## src/rtl/wt_mem_arbiter.sv

```systemverilog
// Wavetable memory arbiter: one loader writer and NV round-robin voice readers
// share a single-transaction memory controller port.
//   state   | meaning
//   S_IDLE  | pick a winner, latch its address/data
//   S_ISSUE | one-cycle RD or WR strobe
//   S_WAIT  | wait for Done or abort after TIMEOUT cycles
//   S_RESP  | one-cycle ack to the granted requester
module wt_mem_arbiter #(
  parameter int NV      = 4,
  parameter int AW      = 15,
  parameter int DW      = 16,
  parameter int TIMEOUT = 15
) (
  input  logic               i_clk,
  input  logic               i_rst_n,
  input  logic [NV-1:0]      i_v_req,
  input  logic [NV*AW-1:0]   i_v_addr,
  input  logic               i_ld_req,
  input  logic [AW-1:0]      i_ld_addr,
  input  logic [DW-1:0]      i_ld_wdata,
  output logic [NV-1:0]      o_v_ack,
  output logic [DW-1:0]      o_v_data,
  output logic               o_ld_ack,
  output logic [AW-1:0]      o_mem_addr,
  output logic [DW-1:0]      o_mem_wdata,
  output logic               o_mem_rd,
  output logic               o_mem_wr,
  input  logic [DW-1:0]      i_mem_rdata,
  input  logic               i_mem_done,
  output logic               o_busy,
  output logic               o_timeout_err
);

  localparam int PW = (NV > 1) ? $clog2(NV) : 1;
  localparam int CW = $clog2(TIMEOUT + 1);

  typedef enum logic [1:0] {S_IDLE, S_ISSUE, S_WAIT, S_RESP} state_t;

  state_t          r_state;
  logic [AW-1:0]   r_mem_addr;
  logic [DW-1:0]   r_mem_wdata;
  logic [DW-1:0]   r_v_data;
  logic [NV-1:0]   r_v_ack;
  logic            r_ld_ack;
  logic            r_mem_rd;
  logic            r_mem_wr;
  logic            r_busy;
  logic            r_timeout_err;
  logic [PW-1:0]   r_rr_ptr;
  logic [1:0]      r_ld_streak;
  logic [CW-1:0]   r_wait_cnt;
  logic            r_gnt_ld;
  logic [PW-1:0]   r_gnt_id;

  logic            w_v_any;
  logic            w_ld_win;
  logic            w_v_found;
  logic [PW-1:0]   w_v_win;
  logic [PW-1:0]   w_rr_next;

  assign w_v_any  = |i_v_req;
  // Two loader grants in a row hand the next slot to a waiting voice.
  assign w_ld_win = i_ld_req && !((r_ld_streak == 2'd2) && w_v_any);

  always_comb begin : rr_search
    int idx;
    w_v_found = 1'b0;
    w_v_win   = '0;
    idx       = 0;
    for (int k = 0; k < NV; k++) begin
      idx = int'(r_rr_ptr) + k;
      if (idx >= NV) idx = idx - NV;
      if (!w_v_found && i_v_req[idx]) begin
        w_v_found = 1'b1;
        w_v_win   = PW'(idx);
      end
    end
  end

  assign w_rr_next = (w_v_win == PW'(NV - 1)) ? '0 : w_v_win + 1'b1;

  always_ff @(posedge i_clk or negedge i_rst_n) begin
    if (!i_rst_n) begin
      r_state       <= S_IDLE;
      r_mem_addr    <= '0;
      r_mem_wdata   <= '0;
      r_v_data      <= '0;
      r_v_ack       <= '0;
      r_ld_ack      <= 1'b0;
      r_mem_rd      <= 1'b0;
      r_mem_wr      <= 1'b0;
      r_busy        <= 1'b0;
      r_timeout_err <= 1'b0;
      r_rr_ptr      <= '0;
      r_ld_streak   <= '0;
      r_wait_cnt    <= '0;
      r_gnt_ld      <= 1'b0;
      r_gnt_id      <= '0;
    end else begin
      r_mem_rd <= 1'b0;
      r_mem_wr <= 1'b0;
      r_v_ack  <= '0;
      r_ld_ack <= 1'b0;
      case (r_state)
        S_IDLE: begin
          if (i_ld_req || w_v_any) begin
            r_state <= S_ISSUE;
            r_busy  <= 1'b1;
            if (w_ld_win) begin
              r_gnt_ld    <= 1'b1;
              r_mem_addr  <= i_ld_addr;
              r_mem_wdata <= i_ld_wdata;
              if (r_ld_streak != 2'd2) r_ld_streak <= r_ld_streak + 2'd1;
            end else begin
              r_gnt_ld    <= 1'b0;
              r_gnt_id    <= w_v_win;
              r_mem_addr  <= i_v_addr[w_v_win*AW +: AW];
              r_rr_ptr    <= w_rr_next;
              r_ld_streak <= '0;
            end
          end
        end
        S_ISSUE: begin
          r_mem_rd <= !r_gnt_ld;
          r_mem_wr <= r_gnt_ld;
          r_state  <= S_WAIT;
        end
        S_WAIT: begin
          if (i_mem_done) begin
            if (!r_gnt_ld) r_v_data <= i_mem_rdata;
            if (r_gnt_ld) r_ld_ack <= 1'b1;
            else          r_v_ack  <= NV'(1) << r_gnt_id;
            r_state <= S_RESP;
          end else if (r_wait_cnt == CW'(TIMEOUT - 1)) begin
            r_timeout_err <= 1'b1;
            if (!r_gnt_ld) r_v_data <= '0;
            if (r_gnt_ld) r_ld_ack <= 1'b1;
            else          r_v_ack  <= NV'(1) << r_gnt_id;
            r_state <= S_RESP;
          end else begin
            r_wait_cnt <= r_wait_cnt + 1'b1;
          end
        end
        S_RESP: begin
          r_wait_cnt <= '0;
          r_busy     <= 1'b0;
          r_state    <= S_IDLE;
        end
        default: r_state <= S_IDLE;
      endcase
    end
  end

  assign o_v_ack       = r_v_ack;
  assign o_v_data      = r_v_data;
  assign o_ld_ack      = r_ld_ack;
  assign o_mem_addr    = r_mem_addr;
  assign o_mem_wdata   = r_mem_wdata;
  assign o_mem_rd      = r_mem_rd;
  assign o_mem_wr      = r_mem_wr;
  assign o_busy        = r_busy;
  assign o_timeout_err = r_timeout_err;

endmodule
```

## config.mk

```make
export PLATFORM = sky130hd
export DESIGN_NAME = wt_mem_arbiter
export DESIGN_NICKNAME = d
export VERILOG_FILES = /design/src/rtl/wt_mem_arbiter.sv
export SDC_FILE = /design/constraint.sdc
export NUM_CORES = 1
export LEC_CHECK = 0
export ABC_AREA = 1
export BUFFER_PORTS_ARGS = -buffer_cell sky130_fd_sc_hd__buf_2
export CAP_MARGIN = 20
export CORE_UTILIZATION = 40
export CTS_CLUSTER_DIAMETER = 50
export DETAILED_ROUTE_END_ITERATION = 8
export GPL_TIMING_DRIVEN = 0
export PLACE_DENSITY = 0.72
export SKIP_LAST_GASP = 1
export SYNTH_ARGS = -nofsm -noshare
export SYNTH_HDL_FRONTEND = slang
export SYNTH_SLANG_ARGS = --single-unit
```

## constraint.sdc

```tcl
create_clock -name i_clk -period 1.7 [get_ports i_clk]
set_input_delay 0.17 -clock i_clk [delete_from_list [all_inputs] [get_ports i_clk]]
set_output_delay 0.17 -clock i_clk [all_outputs]
set_load 0.02 [all_outputs]
```

=== Yosys cells after proc, flatten, opt, wreduce, memory -nomap -nowiden ===
Cells that the tools add are included.

* $add $sub $neg: 10
* Multiply operators: 1
* $lt $le $gt $ge: 8
* Eq/ne operators: 12
* Shift-type cells: 2
* Multiplexer cells: 51
* Bitwise operators: 3
* Reductions and logical operators: 25

{| class="wikitable"
|+ Operator list
! operator !! count
|-
| < comparator 32 x 4 -> 1 bit, second input constant || 4
|-
| 2-to-1 mux 32 bit || 4
|-
| 2-to-1 mux 16 bit || 4
|-
| variable part select 60 x 7 -> 15 bit || 1
|-
| 2-to-1 mux 4 bit || 6
|-
| 2-to-1 mux 2 bit || 10
|-
| 2-to-1 mux 1 bit || 19
|-
| AND reduction 3 bit || 6
|-
| 2-to-1 mux 15 bit || 1
|-
| subtractor 3 x 3 -> 4 bit, second input constant || 3
|-
| >= comparator 3 bit, second input constant || 3
|-
| binary-select mux 1 bit (select 2 bit) || 4
|-
| == test 2 bit, second input constant || 4
|-
| inequality test 2 bit, second input constant || 4
|-
| case mux 2 bit (4 select lines) || 1
|-
| case mux 4 bit (2 select lines) || 1
|-
| adder 2 x 2 -> 3 bit, second input constant || 2
|-
| multiplier 2 x 4 -> 6 bit, second input constant || 1
|-
| AND reduction 2 bit || 3
|-
| nonzero test 2 bit || 3
|-
| logical AND 1 bit || 5
|-
| zero test 1 bit || 5
|-
| adder 2 x 1 -> 2 bit, second input constant || 2
|-
| adder 4 x 1 -> 4 bit, second input constant || 1
|-
| other kinds (13) || 15
|}

* Flip-flop bits (word level): 69
* Bits of input ports: 115
* Logic and storage cells: 127

=== Logic depth before layout (Yosys ltp) ===
* Depth in word-level cells: 18
* Gate-level depth with buffers: 16

=== Least setup slack after synthesis ===
OpenSTA, ideal clock, no wires.

* Path kind: reg2reg
* Start point: register r_rr_ptr[0]
* End point: register r_mem_addr[6], in the netlist o_mem_addr[6]
* Setup time: 116 ps
* Data arrival time: 1648 ps
* Required time: 1584 ps
* Setup slack: -64 ps
* Stages on the path, launching flop included: 17
* Path buffers: 2
* Cell sequence: dfrtp_1 -> buf_4 -> nand2_2 -> nand2_2 -> nand2_1 -> nand2_2 -> nor2_4 -> nand2_2 -> nor2_2 -> inv_2 -> nand2_4 -> inv_4 -> buf_6 -> nand3_1 -> nand3_1 -> nand2_1 -> nand2_1

* Longest elaborated chain between the ends: 18

{| class="wikitable"
|+ Ends and longest elaborated chain
! element !! RTL line !! source
|-
| from (decl) || 49 || <nowiki>logic [PW-1:0] r_rr_ptr;</nowiki>
|-
| from (signal assigned) || 118 || <nowiki>r_rr_ptr <= w_rr_next;</nowiki>
|-
| parallel branches: the longest is 14 deep, another holds subtractor 3 x 3 -> 4 bit || -- ||
|-
| 2-to-1 mux 2 bit (*) || 73 || <nowiki>if (!w_v_found && i_v_req[idx]) begin</nowiki>
|-
| multiplier 2 x 4 -> 6 bit (*) || 117 || <nowiki>r_mem_addr <= i_v_addr[w_v_win*AW +: AW];</nowiki>
|-
| variable part select 60 x 7 -> 15 bit (*) || 117 ||
|-
| 2-to-1 mux 15 bit (*) || 109 || <nowiki>if (w_ld_win) begin</nowiki>
|-
| to (signal assigned) || 111 || <nowiki>r_mem_addr <= i_ld_addr;</nowiki>
|-
| to (signal assigned) || 117 ||
|-
| to (decl) || 40 || <nowiki>logic [AW-1:0] r_mem_addr;</nowiki>
|}

Mark *: on every way between the ends. The select of a mux whose other input is x is not followed.
A chain may end at the register's enable or synchronous reset.

=== Worst setup path in the final report ===
* Start point: register r_rr_ptr[0]
* End point: register r_mem_addr[9], in the netlist o_mem_addr[9]

The elaborated chain is that of the path after synthesis.

==> summary.txt <==
Status -> finished with violations
Failing checks -> negative setup slack
Setup ws final -> -324.5 ps
H-tree lvl count -> 3
Ports -> 171
Maximum vdd drop -> 0.9456 mV
DIE AREA -> 10,350 sq um
CTS buffer count -> 9
Placed inst area -> 5015 sq um
Initial drt markers -> 165
Biggest area consumer among synthesized cells -> dfrtp_1
RSZ-0062 raised after global routing -> true
Synth Warn # -> 0
Clk_lat worst skew -> 340 ps
Final Setup Violations -> 20
Simple-Gate Fraction of Synth Area -> 31.82%
Synth Instances -> 532
Synthesized area -> 3979 sq um
Syn Nets -> 654
Clock sinks -> 69
Crit-path cells -> buf_6 -> nand2_4 -> nand2_4 -> nand2_4 -> nand2_4 -> nor2_4 -> nand2_2 -> nand2_4 -> buf_6 -> nand3_1 -> nand3_2 -> nand3_2 -> nand2_1 -> nand2_1
Critical Path AT -> 2260 ps
Max Slew Vio Count -> 0
Vias -> 4,174
Hpwl dp -> 8192 um
Slew headroom -> 42.12%
Core area -> 9684 sq um
Tmin final -> 2025 ps
Synth-to-layout area growth -> 41.86%
Routed WL per cell -> 13.16 um
Number of global-route vias before repair -> 3,794
FF/Latch Area -> 1728 sq um
Pwr Density -> 2169 nW/um^2
Layout Utilization -> 58.28%
Clk_skew -> 8.706 ps
Max clock buf depth -> 2
Setup Crit Path Kind -> reg -> reg
Syn avg cell area -> 7.479 sq um
Layout cell share with drive strength beyond 1 -> 41.39%
Global-route wire length before repair -> 17,310 um
Crit-path leading delay family -> simple AND/OR/NAND/NOR gates
Clock-pin slew on the worst setup and hold paths -> 80 ps
Max_cap viols -> 0
Die X -> 101.7 um
Sequential element share of the synthesized area -> 43.40%
Worst slew pin tran -> 868.2 ps
Tcrit/Tclk final -> 119.1%
Vias per cell -> 4.825
Final-report hold violation count -> 0
Row count -> 36
CTS tree -> yes
Clk root buf -> clkbuf_8
WL final -> 11,380 um
Synth area leaders -> dfrtp_1, nand2_1, nand3_1, inv_1, mux2_2
Data required time of the worst path -> 1930 ps
Multiplexer area fraction after synthesis -> 4.528%
Post-route ant nets -> 0
R2R depth -> 14
CP startpoint kind -> register
Count leader, synth -> nand2_1
Synth Area in XOR/XNOR -> 0.4403%
Flop2flop setup slack -> -320 ps
Synth Register Bits -> 69
Max incr delay on CP -> 450 ps
Initial antenna violation count -> 0
Footprint of the multi-input gates -> 1949 sq um
Critical path peak fanout -> 10
Hold WC Path Type -> in -> reg
Post-route DRC -> 0
# fillers -> 903
WP depth -> 14
Number of enable flip-flop cells after synthesis -> 0
Crit. End Element -> register
Cell mode on critical path -> nand2_4
Final Cell Area -> 5644 sq um
Cells on Worst Hold Path -> 3
FMAX -> 0.4939 GHz
Initial core utilization -> 41.09%
P_leak -> 3.330 nW
Slowest stage cell on the critical path -> dfrtp_2
Die H -> 101.7 um
Most instantiated cells after synthesis -> nand2_1, inv_1, nand3_1
Nets -> 849
Final GP Congestion -> 0.9370
GR Overflow Total -> 0
Buffers on Ports -> 169
Synth Flop Type -> dfrtp_1
Adder-Cell Fraction of Synth Area -> 2.201%
WP buf/inv -> 2
Diode count -> 0
Synth Area in Compound Gates -> 4.874%
Pin count of the biggest net entering global routing -> 70
Largest family of logic cells by synthesized area -> simple AND/OR/NAND/NOR gates
Share of the synthesized area in the top cell type -> 43.40%
Pre-Repair DR Iteration Count -> 5
Ys async rst share -> 100.0%
Post-synth cell types -> 29
GRT Util Overall -> 21.41%
[report_power, final]
| group | switching [W] | internal (W) |
|---|---|---|
| Combinational | 0.00486 | 0.00327 |
| Sequential | 0.000426 | 0.00237 |
| Clock | 0.000634 | 0.000675 |
| Total | 0.00592 | 0.00632 |
[cell type report]
type                       count  share of cell area (%)
timing repair buffer         185                   17.78
sequential                    69                   30.61
multi-input combinational    336                   34.54
clock inverter                 6                   1.131
buffer                        22                   3.680
tap                          133                   2.948
clock buffer                  10                   2.261
inverter                     104                   7.049
[repair_timing]
action,CTS,global route
setup buffers,5,7
setup endpoints to repair,59,55
gates resized for setup,35,58
gates cloned,0,3
endpoints found under the hold margin,69,0
pin swaps,6,28
hold buffers,1,0
[stage by stage]
step / setup TNS (ps) / hold WS (ps) / std cells / worst slack [ps] / power [W]
6_report: -5508 / 53.02 / 865 / -324.5 / 0.01224
5_1_grt: -8175 / 28.00 / 865 / -438.5 / 0.01317
4_1_cts: -4561 / 40.54 / 855 / -290.4 / 0.01121
3_5_place_dp: -14560 / 345.0 / 834 / -411.9 / 0.009319
3_3_place_gp: -11540 / 396.9 / 834 / -318.9 / 0.009095
2_1_floorplan: -489.0 / -125.6 / 532 / -43.80 / 0.007471
[tightest hold or removal path: stages]
cell	delay, ps
buf_2	80
nand3_1	60
nand2_1	50
[layer usage]
layer	vias to the layer above	track usage [%]	part of all wire, %
li1	2051	-	-
met1	1950	26.69	42
met2	163	36.49	50
met3	10	5.314	6.5
met4	0	6.466	1.3
met5	-	0	0
[flip-flops by register name, indices dropped and copies added (netlist names), 2 cells and up]
signal and cells:
o_v_ack 4, o_v_data 16, r_state 2, r_rr_ptr 2, o_mem_addr 15, r_ld_streak 2, o_mem_wdata 16, r_wait_cnt 4
r_gnt_id 2
[worst paths after layout]
path / from / end
worst max-delay path: r_rr_ptr[0]$_DFFE_PN0P_ / o_mem_addr[9]$_DFFE_PN0P_
worst min-delay path: i_mem_rdata[4] / o_v_data[4]$_DFFE_PN0P_
worst max register to register: r_rr_ptr[0]$_DFFE_PN0P_ / o_mem_addr[9]$_DFFE_PN0P_
worst min register to register: r_gnt_id[1]$_DFFE_PN0P_ / o_v_ack[1]$_DFF_PN0_
max in group asynchronous: i_rst_n / r_rr_ptr[0]$_DFFE_PN0P_
min in group asynchronous: i_rst_n / o_v_data[9]$_DFFE_PN0P_
[cells in the final DEF (no fill, tap or decap), types with 2 or more instances in the layout]
master,netlist,final
nand3_2,10,26
buf_2,10,172
nand2_2,8,14
nor2_4,1,2
inv_1,100,96
buf_4,2,11
mux2_2,16,16
nand2_4,1,7
clkinvlp_4,0,2
clkinv_4,0,2
inv_2,3,6
clkbuf_1,10,5
nor2_1,11,8
buf_8,0,2
a21oi_1,5,4
nor2_2,2,4
nand3_1,92,76
ha_2,0,3
buf_6,1,13
nor3_1,4,4
xor2_1,2,2
ha_1,7,4
o21ai_0,24,23
clkinv_2,0,2
clkbuf_8,0,10
nand2_1,144,131
dfrtp_1,69,68
o31ai_1,2,2
[cell families after synthesis]
family,Yosys count
AND/OR/NAND/NOR,275
buffers and inverters,127
flip-flops,69
AO/OA/AOI/OAI,36
multiplexers,16
adder cells (fa/ha/maj),7
XOR/XNOR,2
Power figures use the tool's default switching activity.
